===== src/rtl/irq_arbiter_pkg.sv =====
// Shared types and constants for the interrupt arbiter.
package irq_arbiter_pkg;

  localparam int IRQ_DEFAULT_N = 8;

  // 2-bit FSM encodings.
  typedef enum logic [1:0] {
    IRQ_STATE_IDLE    = 2'd0,
    IRQ_STATE_REQ     = 2'd1,
    IRQ_STATE_SERVICE = 2'd2,
    IRQ_STATE_GAP     = 2'd3
  } irq_state_e;

  // Index of the lowest set bit (bit 0 wins); 0 when nothing is set.
  // Callers only use the result when the vector is non-zero. Supports up to
  // 32 lines.
  function automatic int lowest_idx(input logic [31:0] v);
    lowest_idx = 0;
    for (int i = 31; i >= 0; i--) begin
      if (v[i]) lowest_idx = i;
    end
  endfunction

endpackage


===== src/rtl/irq_arbiter_if.sv =====
// Bus between the interrupt arbiter and its environment (lines, mask port,
// cp0 handshake). The master side drives lines/handshake; the arbiter is the
// slave.
interface irq_arbiter_if
  import irq_arbiter_pkg::*;
#(
  parameter int N_IRQ = IRQ_DEFAULT_N
) ();

  localparam int IW = $clog2(N_IRQ);

  logic [N_IRQ-1:0] irq_in;
  logic             mask_we;
  logic [N_IRQ-1:0] mask_wdata;
  logic             ack;
  logic             eret;
  logic [N_IRQ-1:0] hardware_interrupt;
  logic [IW-1:0]    irq_id;
  logic             busy;
  logic [N_IRQ-1:0] pending;
  logic [N_IRQ-1:0] irq_mask;

  modport master (
    output irq_in, mask_we, mask_wdata, ack, eret,
    input  hardware_interrupt, irq_id, busy, pending, irq_mask
  );

  modport slave (
    input  irq_in, mask_we, mask_wdata, ack, eret,
    output hardware_interrupt, irq_id, busy, pending, irq_mask
  );

endinterface


===== src/rtl/irq_arbiter_sync.sv =====
// One interrupt line: SYNC_STAGES-deep synchroniser followed by a rising
// edge detector. edge_o is a single-cycle pulse in the clk domain.
module irq_arbiter_sync #(
  parameter int SYNC_STAGES = 2
) (
  input  logic clk,
  input  logic clr,
  input  logic async_i,
  output logic edge_o
);

  logic [SYNC_STAGES-1:0] sync_q;
  logic                   last_q;

  // Shift the raw line through the chain and remember the previous output.
  always_ff @(posedge clk or posedge clr) begin
    if (clr) begin
      sync_q <= '0;
      last_q <= 1'b0;
    end else begin
      sync_q <= {sync_q[SYNC_STAGES-2:0], async_i};
      last_q <= sync_q[SYNC_STAGES-1];
    end
  end

  // A level held high yields only one pulse.
  assign edge_o = sync_q[SYNC_STAGES-1] & ~last_q;

endmodule


===== src/rtl/irq_arbiter.sv =====
// Interrupt controller in front of cp0: per-line synchronisers latch rising
// edges into pending, a mask selects eligible lines, the lowest eligible
// index is presented one-hot to cp0 and held through ack until eret, then a
// short idle gap is enforced before the next request.
module irq_arbiter
  import irq_arbiter_pkg::*;
#(
  parameter int N_IRQ       = IRQ_DEFAULT_N,
  parameter int SYNC_STAGES = 2,
  parameter int GAP_CYCLES  = 2
) (
  input  logic            clk,
  input  logic            clr,
  irq_arbiter_if.slave    bus
);

  localparam int IW = $clog2(N_IRQ);
  localparam int GW = (GAP_CYCLES > 0) ? $clog2(GAP_CYCLES + 1) : 1;
  localparam logic [GW-1:0] GAP_LOAD = GW'(GAP_CYCLES);

  irq_state_e       state_q, state_d;
  logic [N_IRQ-1:0] pending_q, pending_d;
  logic [N_IRQ-1:0] mask_q, mask_d;
  logic [N_IRQ-1:0] hw_q, hw_d;
  logic [IW-1:0]    id_q, id_d;
  logic [GW-1:0]    gap_q, gap_d;

  logic [N_IRQ-1:0] edge_vec;
  logic [N_IRQ-1:0] eligible;
  logic [IW-1:0]    win;
  logic             ack_take;

  // One synchroniser + edge detector per line.
  genvar g;
  generate
    for (g = 0; g < N_IRQ; g++) begin : g_sync
      irq_arbiter_sync #(
        .SYNC_STAGES (SYNC_STAGES)
      ) u_sync (
        .clk     (clk),
        .clr     (clr),
        .async_i (bus.irq_in[g]),
        .edge_o  (edge_vec[g])
      );
    end
  endgenerate

  // Fixed priority: lowest eligible index wins.
  assign eligible = pending_q & mask_q;
  assign win      = IW'(lowest_idx(32'(eligible)));

  // Next-state logic. The request vector is registered so that it appears
  // the cycle after the IDLE->REQ decision and drops at the same edge that
  // leaves REQ. Ack beats a simultaneous mask-off; no preemption in REQ.
  always_comb begin
    state_d  = state_q;
    id_d     = id_q;
    hw_d     = hw_q;
    gap_d    = gap_q;
    ack_take = 1'b0;
    unique case (state_q)
      IRQ_STATE_IDLE: begin
        if (eligible != '0 && gap_q == '0) begin
          state_d = IRQ_STATE_REQ;
          id_d    = win;
          hw_d    = N_IRQ'(1) << win;
        end
      end
      IRQ_STATE_REQ: begin
        if (bus.ack) begin
          ack_take = 1'b1;
          state_d  = IRQ_STATE_SERVICE;
          hw_d     = '0;
        end else if (!mask_q[id_q]) begin
          // Withdrawn: the line stays pending for a later attempt.
          state_d = IRQ_STATE_IDLE;
          hw_d    = '0;
        end
      end
      IRQ_STATE_SERVICE: begin
        if (bus.eret) begin
          if (GAP_CYCLES == 0) begin
            state_d = IRQ_STATE_IDLE;
          end else begin
            state_d = IRQ_STATE_GAP;
            gap_d   = GAP_LOAD;
          end
        end
      end
      IRQ_STATE_GAP: begin
        gap_d = gap_q - GW'(1);
        if (gap_q == GW'(1)) state_d = IRQ_STATE_IDLE;
      end
      default: state_d = IRQ_STATE_IDLE;
    endcase
  end

  // Pending: ack clears the serviced bit, but a fresh edge on the same line
  // in that cycle keeps it set. Edges on an already-pending line are merged.
  always_comb begin
    pending_d = (pending_q & ~(ack_take ? (N_IRQ'(1) << id_q) : '0)) | edge_vec;
    mask_d    = bus.mask_we ? bus.mask_wdata : mask_q;
  end

  // State register; clr aborts any in-flight service immediately.
  always_ff @(posedge clk or posedge clr) begin
    if (clr) begin
      state_q   <= IRQ_STATE_IDLE;
      pending_q <= '0;
      mask_q    <= '0;
      hw_q      <= '0;
      id_q      <= '0;
      gap_q     <= '0;
    end else begin
      state_q   <= state_d;
      pending_q <= pending_d;
      mask_q    <= mask_d;
      hw_q      <= hw_d;
      id_q      <= id_d;
      gap_q     <= gap_d;
    end
  end

  assign bus.hardware_interrupt = hw_q;
  assign bus.irq_id             = id_q;
  assign bus.busy               = (state_q == IRQ_STATE_REQ) || (state_q == IRQ_STATE_SERVICE);
  assign bus.pending            = pending_q;
  assign bus.irq_mask           = mask_q;

endmodule

===== src/flat_wrapper.sv =====
// flat-port wrapper written by rule: the top's interface ports become plain ports
module irq_arbiter_flat import irq_arbiter_pkg::*;
#(
  parameter int N_IRQ       = IRQ_DEFAULT_N,
  parameter int SYNC_STAGES = 2,
  parameter int GAP_CYCLES  = 2
)
  (clk, clr, bus_irq_in, bus_mask_we, bus_mask_wdata, bus_ack, bus_eret, bus_hardware_interrupt, bus_irq_id, bus_busy, bus_pending, bus_irq_mask);
  irq_arbiter_if #(.N_IRQ(N_IRQ)) bus_i ();
  input  logic clk;
  input  logic clr;
  input wire logic [$bits(bus_i.irq_in)-1:0] bus_irq_in;
  input wire logic [$bits(bus_i.mask_we)-1:0] bus_mask_we;
  input wire logic [$bits(bus_i.mask_wdata)-1:0] bus_mask_wdata;
  input wire logic [$bits(bus_i.ack)-1:0] bus_ack;
  input wire logic [$bits(bus_i.eret)-1:0] bus_eret;
  output wire logic [$bits(bus_i.hardware_interrupt)-1:0] bus_hardware_interrupt;
  output wire logic [$bits(bus_i.irq_id)-1:0] bus_irq_id;
  output wire logic [$bits(bus_i.busy)-1:0] bus_busy;
  output wire logic [$bits(bus_i.pending)-1:0] bus_pending;
  output wire logic [$bits(bus_i.irq_mask)-1:0] bus_irq_mask;
  assign bus_i.irq_in = bus_irq_in;
  assign bus_i.mask_we = bus_mask_we;
  assign bus_i.mask_wdata = bus_mask_wdata;
  assign bus_i.ack = bus_ack;
  assign bus_i.eret = bus_eret;
  assign bus_hardware_interrupt = bus_i.hardware_interrupt;
  assign bus_irq_id = bus_i.irq_id;
  assign bus_busy = bus_i.busy;
  assign bus_pending = bus_i.pending;
  assign bus_irq_mask = bus_i.irq_mask;
  irq_arbiter #(.N_IRQ(N_IRQ), .SYNC_STAGES(SYNC_STAGES), .GAP_CYCLES(GAP_CYCLES)) u_core (.clk(clk), .clr(clr), .bus(bus_i));
endmodule

===== config.mk =====
export PLATFORM = sky130hd
export DESIGN_NAME = irq_arbiter_flat
export DESIGN_NICKNAME = d
export VERILOG_FILES = /design/src/rtl/irq_arbiter_pkg.sv /design/src/rtl/irq_arbiter_if.sv /design/src/rtl/irq_arbiter_sync.sv /design/src/rtl/irq_arbiter.sv /design/src/flat_wrapper.sv
export SDC_FILE = /design/constraint.sdc
export NUM_CORES = 1
export LEC_CHECK = 0
export ABC_AREA = 1
export BUFFER_PORTS_ARGS = -buffer_cell sky130_fd_sc_hd__buf_2
export CORE_ASPECT_RATIO = 0.6
export CORE_MARGIN = 2
export CORE_UTILIZATION = 25
export DETAILED_ROUTE_END_ITERATION = 16
export PLACE_DENSITY_LB_ADDON = 0.12
export SLEW_MARGIN = 10
export SYNTH_ARGS = -nofsm -noshare
export SYNTH_HDL_FRONTEND = slang
export SYNTH_SLANG_ARGS = --single-unit

===== constraint.sdc =====
create_clock -name clk -period 1.7 [get_ports clk]
set_input_delay 0.17 -clock clk [delete_from_list [all_inputs] [get_ports clk]]
set_output_delay 0.17 -clock clk [all_outputs]
set_load 0.01 [all_outputs]

* Yosys cells after proc, flatten, opt, wreduce, memory -nomap -nowiden
Cells that the tools add are included.
** Cells by class
- Add/sub/neg operators :: 1
- Order comparisons :: 1
- Eq/ne operators :: 8
- Shift operators :: 2
- Mux-type cells :: 25
- Bitwise gates (word level) :: 20
- Reductions and logical operators :: 11
** Operators by type and width (number)
- $mux W8 :: 4
- $mux W3 :: 8
- $and A8 B8 Y8 :: 2
- $pmux W8 S2 :: 1
- $shl A1 B3 Y8 const A :: 2
- $mux W2 :: 6
- $and A1 B1 Y1 :: 8
- $not A1 Y1 :: 8
- $not A8 Y8 :: 1
- $or A8 B8 Y8 :: 1
- $pmux W2 S4 :: 1
- $reduce_bool A8 Y1 :: 1
- $eq A2 B1 Y1 const B :: 2
- $eq A2 B2 Y1 const B :: 2
- $logic_not A2 Y1 :: 2
- $lt A3 B4 Y1 const B :: 1
- $ne A2 B1 Y1 const B :: 2
- $pmux W2 S2 :: 1
- $reduce_and A2 Y1 :: 2
- $reduce_and A4 Y1 :: 1
- $reduce_bool A2 Y1 :: 2
- $bmux W1 S3 :: 1
- $mux W1 :: 3
- $ne A3 B3 Y1 const B :: 1
- 5 further kinds :: 5
** Storage, ports and cells
- Register bits after elaboration :: 55
- Input bits :: 21
- Output and inout port bits :: 28
- Logic and storage cells :: 90

* Logic depth before layout (Yosys ltp)
- Word-level depth :: 12
- Mapped depth :: 12

* Modules after synthesis
From an unflattened synthesis, not the netlist that was laid out.
** Unflattened totals
- Cell total of the unflattened synthesis :: 251
- Area total of the unflattened synthesis :: 2366.0 sq um
** By module, submodules not included
- irq_arbiter :: instances 1, cells each 203, area an instance 1655.3 sq um
- irq_arbiter_sync :: instances 8, cells each 6, area an instance 88.8 sq um

* Least setup slack after synthesis
Ideal clock, no wire load.
- Kind :: flip-flop to flip-flop
- Start :: register u_core.state_q[0]
- End :: register u_core.hw_q[0] (netlist: u_core.bus.hardware_interrupt[0])
- Library setup time :: 0.065 ns
- Arrival time :: 1.421 ns
- Slack :: 0.214 ns
- Cell stages (with the launch flop) :: 9
- Path buffers :: 0
- Cell sequence :: dfrtp_1 inv_1 ha_1 or2_2 nand2_4 nand2_8 nor2_4 nand2_1 nand2_1
** Between the ends
- Longest elaborated chain between the ends :: 3
** Ends and longest elaborated chain
- from (decl) :: RTL line irq_arbiter.sv:21 : irq_state_e state_q, state_d;
- from (signal assigned) :: RTL line irq_arbiter.sv:115 : state_q <= state_d;
- $eq A2 B1 Y1 or $logic_not A2 Y1 (tied branches) :: RTL line irq_arbiter.sv:61 : unique case (state_q)
- $ne A3 B3 Y1 (no line), or another cell as far along
- $reduce_and A3 Y1 (no line)
- to (signal assigned) :: RTL line irq_arbiter.sv:118 : hw_q <= hw_d;
- to (decl) :: RTL line irq_arbiter.sv:24 : logic [N_IRQ-1:0] hw_q, hw_d;
Parallel ways exist; a longest one is shown, timed or not.
A chain may end at the register's enable or synchronous reset.

* Final worst setup path
- Start :: register u_core.state_q[0]
- End :: register u_core.hw_q[4] (netlist: u_core.bus.hardware_interrupt[4])
Same word-level chain as after synthesis.

==> impl_metrics.yaml <==
floorplanning:
  start_util_pct: 25.4
  die_area_sq_mm: 0.0101
  die_y_um: 78.5
  die_w_um: 128
  rows: 27
  ios: 49
  core-area_sq_mm: 0.00909
drt:
  drt_iter0_markers: 79
  antenna_left: 0
  wire_per_inst_um: 12.8
  first_pass_iters: 4
  viasPerCell: 4.09
  wl_um: 5250
  drc: 0
  num_vias: 1678
hold_path:
  hp-start: "bus_mask_wdata[4]"
  worstHoldPathCells: 3
  hold_path_class: "input pin to flip-flop"
  min_to: "u_core.bus.irq_mask[4]"
synth:
  synth_cell_types: 27
  synth_xor_area_share_pct: 0
  synth_most_common_cell: "nand2_1"
  synth.top_cells.by_count: "nand2_1 (65), dfrtp_1 (55), inv_1 (27), o21ai_0 (26)"
  synth_top_family_by_area: "simple AND/OR/NAND/NOR gates"
  ys_seq_area_share_pct: 59.6
  synth_seq_cells: 55
  synthTopCellsByArea: "dfrtp_1 (60%), nand2_1 (11%), o21ai_0 (5.6%), inv_1 (4.4%), ha_1 (3.8%)"
  yosys.area_share.simple_pct: 20.5
  synth_nets: 255
  ys_warn_count: 0
  synthMuxAreaShare_pct: 3.41
  synth-main-ff-cell: "dfrtp_1"
  synth_area_sq_mm: 0.00231
  async_flop_share_pct: 100
  postSynthCellCount: 227
  synth.avg_cell_area_sq_um: 10.2
  synthAdderAreaFrac_pct: 3.79
  synth_top_cell_area_share_pct: 59.6
  yosysTopAreaCell: "dfrtp_1"
  synth-compound-area-share_pct: 7.42
  synth_edf_count: 0
clock_tree:
  clk_latency_ns: 0.30
  clockRootBuffer: "clkbuf_16"
  clk_path_buf_depth: 2
  cts.sinks: 55
  cts_tree: "built"
  path_clk_slew_ns: 0.07
  numCtsBuffers: 5
  cts_max_level: 2
  post-cts-setup-buffers: 0
worst_setup_path:
  slowest_delay_ns: 0.42
  reg2reg_slack_ns: 0.14
  cpMaxStageDelayCell: "dfrtp_2"
  path_max_fanout: 10
  r2r_start: "u_core.state_q[0]"
  crit_path_start_kind: "flip-flop"
  path_class: "flip-flop to flip-flop"
  cp_common_cell: "nand2_1"
  crit_buf_inv: 1
  endpoint_kind: "flip-flop"
  r2r_cells: 8
  worstPathCellList: "inv_1, ha_1, or2_2, nand2_4, nand2_8, nor2_4, nand2_1, nand2_1"
  critPathTopFamily: "simple AND/OR/NAND/NOR gates"
  arrival_ns: 1.79
  r2r_end: "u_core.bus.hardware_interrupt[4]"
  cp.required_ns: 1.94
layout:
  finish.utilization_pct: 32.7
  final_nets: 321
  layout-drive-gt1-share_pct: 30.3
  n_antenna_cell: 0
  design_area_sq_mm: 0.00297
  synthToLayoutAreaGrowth_pct: 28.4
placement:
  portBuffers: 48
  hpwl_um: 3910
  gp_congestion: 0.759
  placed_area_sq_mm: 0.00272
run:
  maxCapViolations: 0
sta:
  clock.fmax_mhz: 643
  worst_pin_slew_ns: 0.309
  period_needed_ns: 1.56
  rsz0062_at_grt: "false"
  slew_headroom_pct: 79.4
  slew_viol_final: 0
  fin_skew_ns: 0.00508
  setup_tns_ns: 0
  period_share_pct: 91.5
  hold_viol_final: 0
  setup_viol: 0
pwr:
  total_leakage_power_nw: 1.45
  p_per_area_mw_per_mm2: 897
  total_power_mw: 2.66
  max-vdd-ir-drop_uv: 395
grt:
  antenna_found_initial: 0
  grt_remaining_overflow: 0
  grt_use_total_pct: 11.5
  grt_max_degree: 56
  grt_pass1_vias: 1647
  grt_pass1_wl_um: 8740
status:
  status: "finished, final reports clean"
[layout make-up]
class / instances / area [sq um]
Fill cell: 935 / 6120
Clock inverter: 3 / 23.8
Timing Repair Buffer: 61 / 373
Inverter: 28 / 108
Tap cell: 116 / 145
Multi-Input combinational cell: 142 / 815
Clock buffer: 5 / 125
Sequential cell: 55 / 1380
[tightest hold or removal path: stages]
cell and delay, ns:
buf_2 0.08, nand2_1 0.04, o21ai_0 0.06
[per-layer routing]
| metal | GRT usage (%) | vias up | part of all wire, % | wire, um |
|---|---|---|---|---|
| met4 | 3.30 | 0 | 1.1 | 58 |
| met5 | 0 | - | 0 | 0 |
| met3 | 4.02 | 7 | 6.4 | 335 |
| li1 | - | 857 | - | - |
| met1 | 17.3 | 776 | 55 | 2910 |
| met2 | 15.2 | 38 | 37 | 1950 |
[cells in the final DEF, fill, tap and decap left out, types with 3 or more instances in the layout]
master and instances:
buf_4 3, o21ai_0 26, nor2_1 6, nand2_2 5
dfrtp_1 53, mux2_2 7, dlygate4sd3_1 9, buf_2 48
nand2_1 65, clkbuf_16 5, ha_1 6, nand3_1 7
inv_1 25
[worst max path at each step]
| stage | start | endpoint | slack [ns] | depth (start not counted) |
|---|---|---|---|---|
| 4_1_cts | flip-flop | u_core.bus.hardware_interrupt[4] | 0.08 | 9 |
| 2_1_floorplan | clr | asynchronous set/reset pin | 0.19 | 1 |
| 3_5_place_dp | u_core.state_q[0] | u_core.bus.hardware_interrupt[3] | 0.11 | 8 |
| 5_1_grt | u_core.state_q[0] | u_core.state_q[0] | 0.007 | 8 |
| 3_3_place_gp | u_core.state_q[0] | u_core.bus.hardware_interrupt[3] | 0.12 | 8 |
| 6_report | u_core.state_q[0] | u_core.bus.hardware_interrupt[4] | 0.14 | 8 |
[flip-flops by register name, indices dropped and copies added (netlist names), named ones only]
signal / count
u_core.bus.hardware_interrupt: 8
u_core.bus.irq_id: 3
u_core.bus.irq_mask: 8
u_core.bus.pending: 8
u_core.g_sync.u_sync.last_q: 8
u_core.g_sync.u_sync.sync_q: 16
u_core.gap_q: 2
u_core.state_q: 1
[repair_timing]
| item | in CTS | in global routing |
|---|---|---|
| endpoints found under the hold margin | 63 | 0 |
| hold buffers | 9 | 0 |
| gates resized for setup | 0 | 4 |
| setup endpoints to repair | 0 | 10 |
[where the power goes]
part | internal, mW | switching [mW]
logic | 0.0920 | 0.125
clock network | 0.555 | 0.504
registers | 1.35 | 0.0310
total | 2.00 | 0.660
[logic make-up (layout without fill, tap and decap cells)]
logic type,after synthesis,after routing
flops,55,55
compound gates,32,32
mux,7,7
simple gates,96,96
buf+inv,30,97
fa+ha+maj,7,7
[metrics by stage]
| stage | hold slack, ns | setup slack [ns] | std cells |
|---|---|---|---|
| 3_3_place_gp | 0.250 | 0.125 | 393 |
| 3_5_place_dp | 0.251 | 0.115 | 393 |
| 6_report | 0.0855 | 0.144 | 410 |
| 5_1_grt | 0.0934 | 0.00745 | 410 |
| 2_1_floorplan | 0.201 | 0.187 | 227 |
| 4_1_cts | 0.0820 | 0.0784 | 410 |
Power figures use the tool's default switching activity.
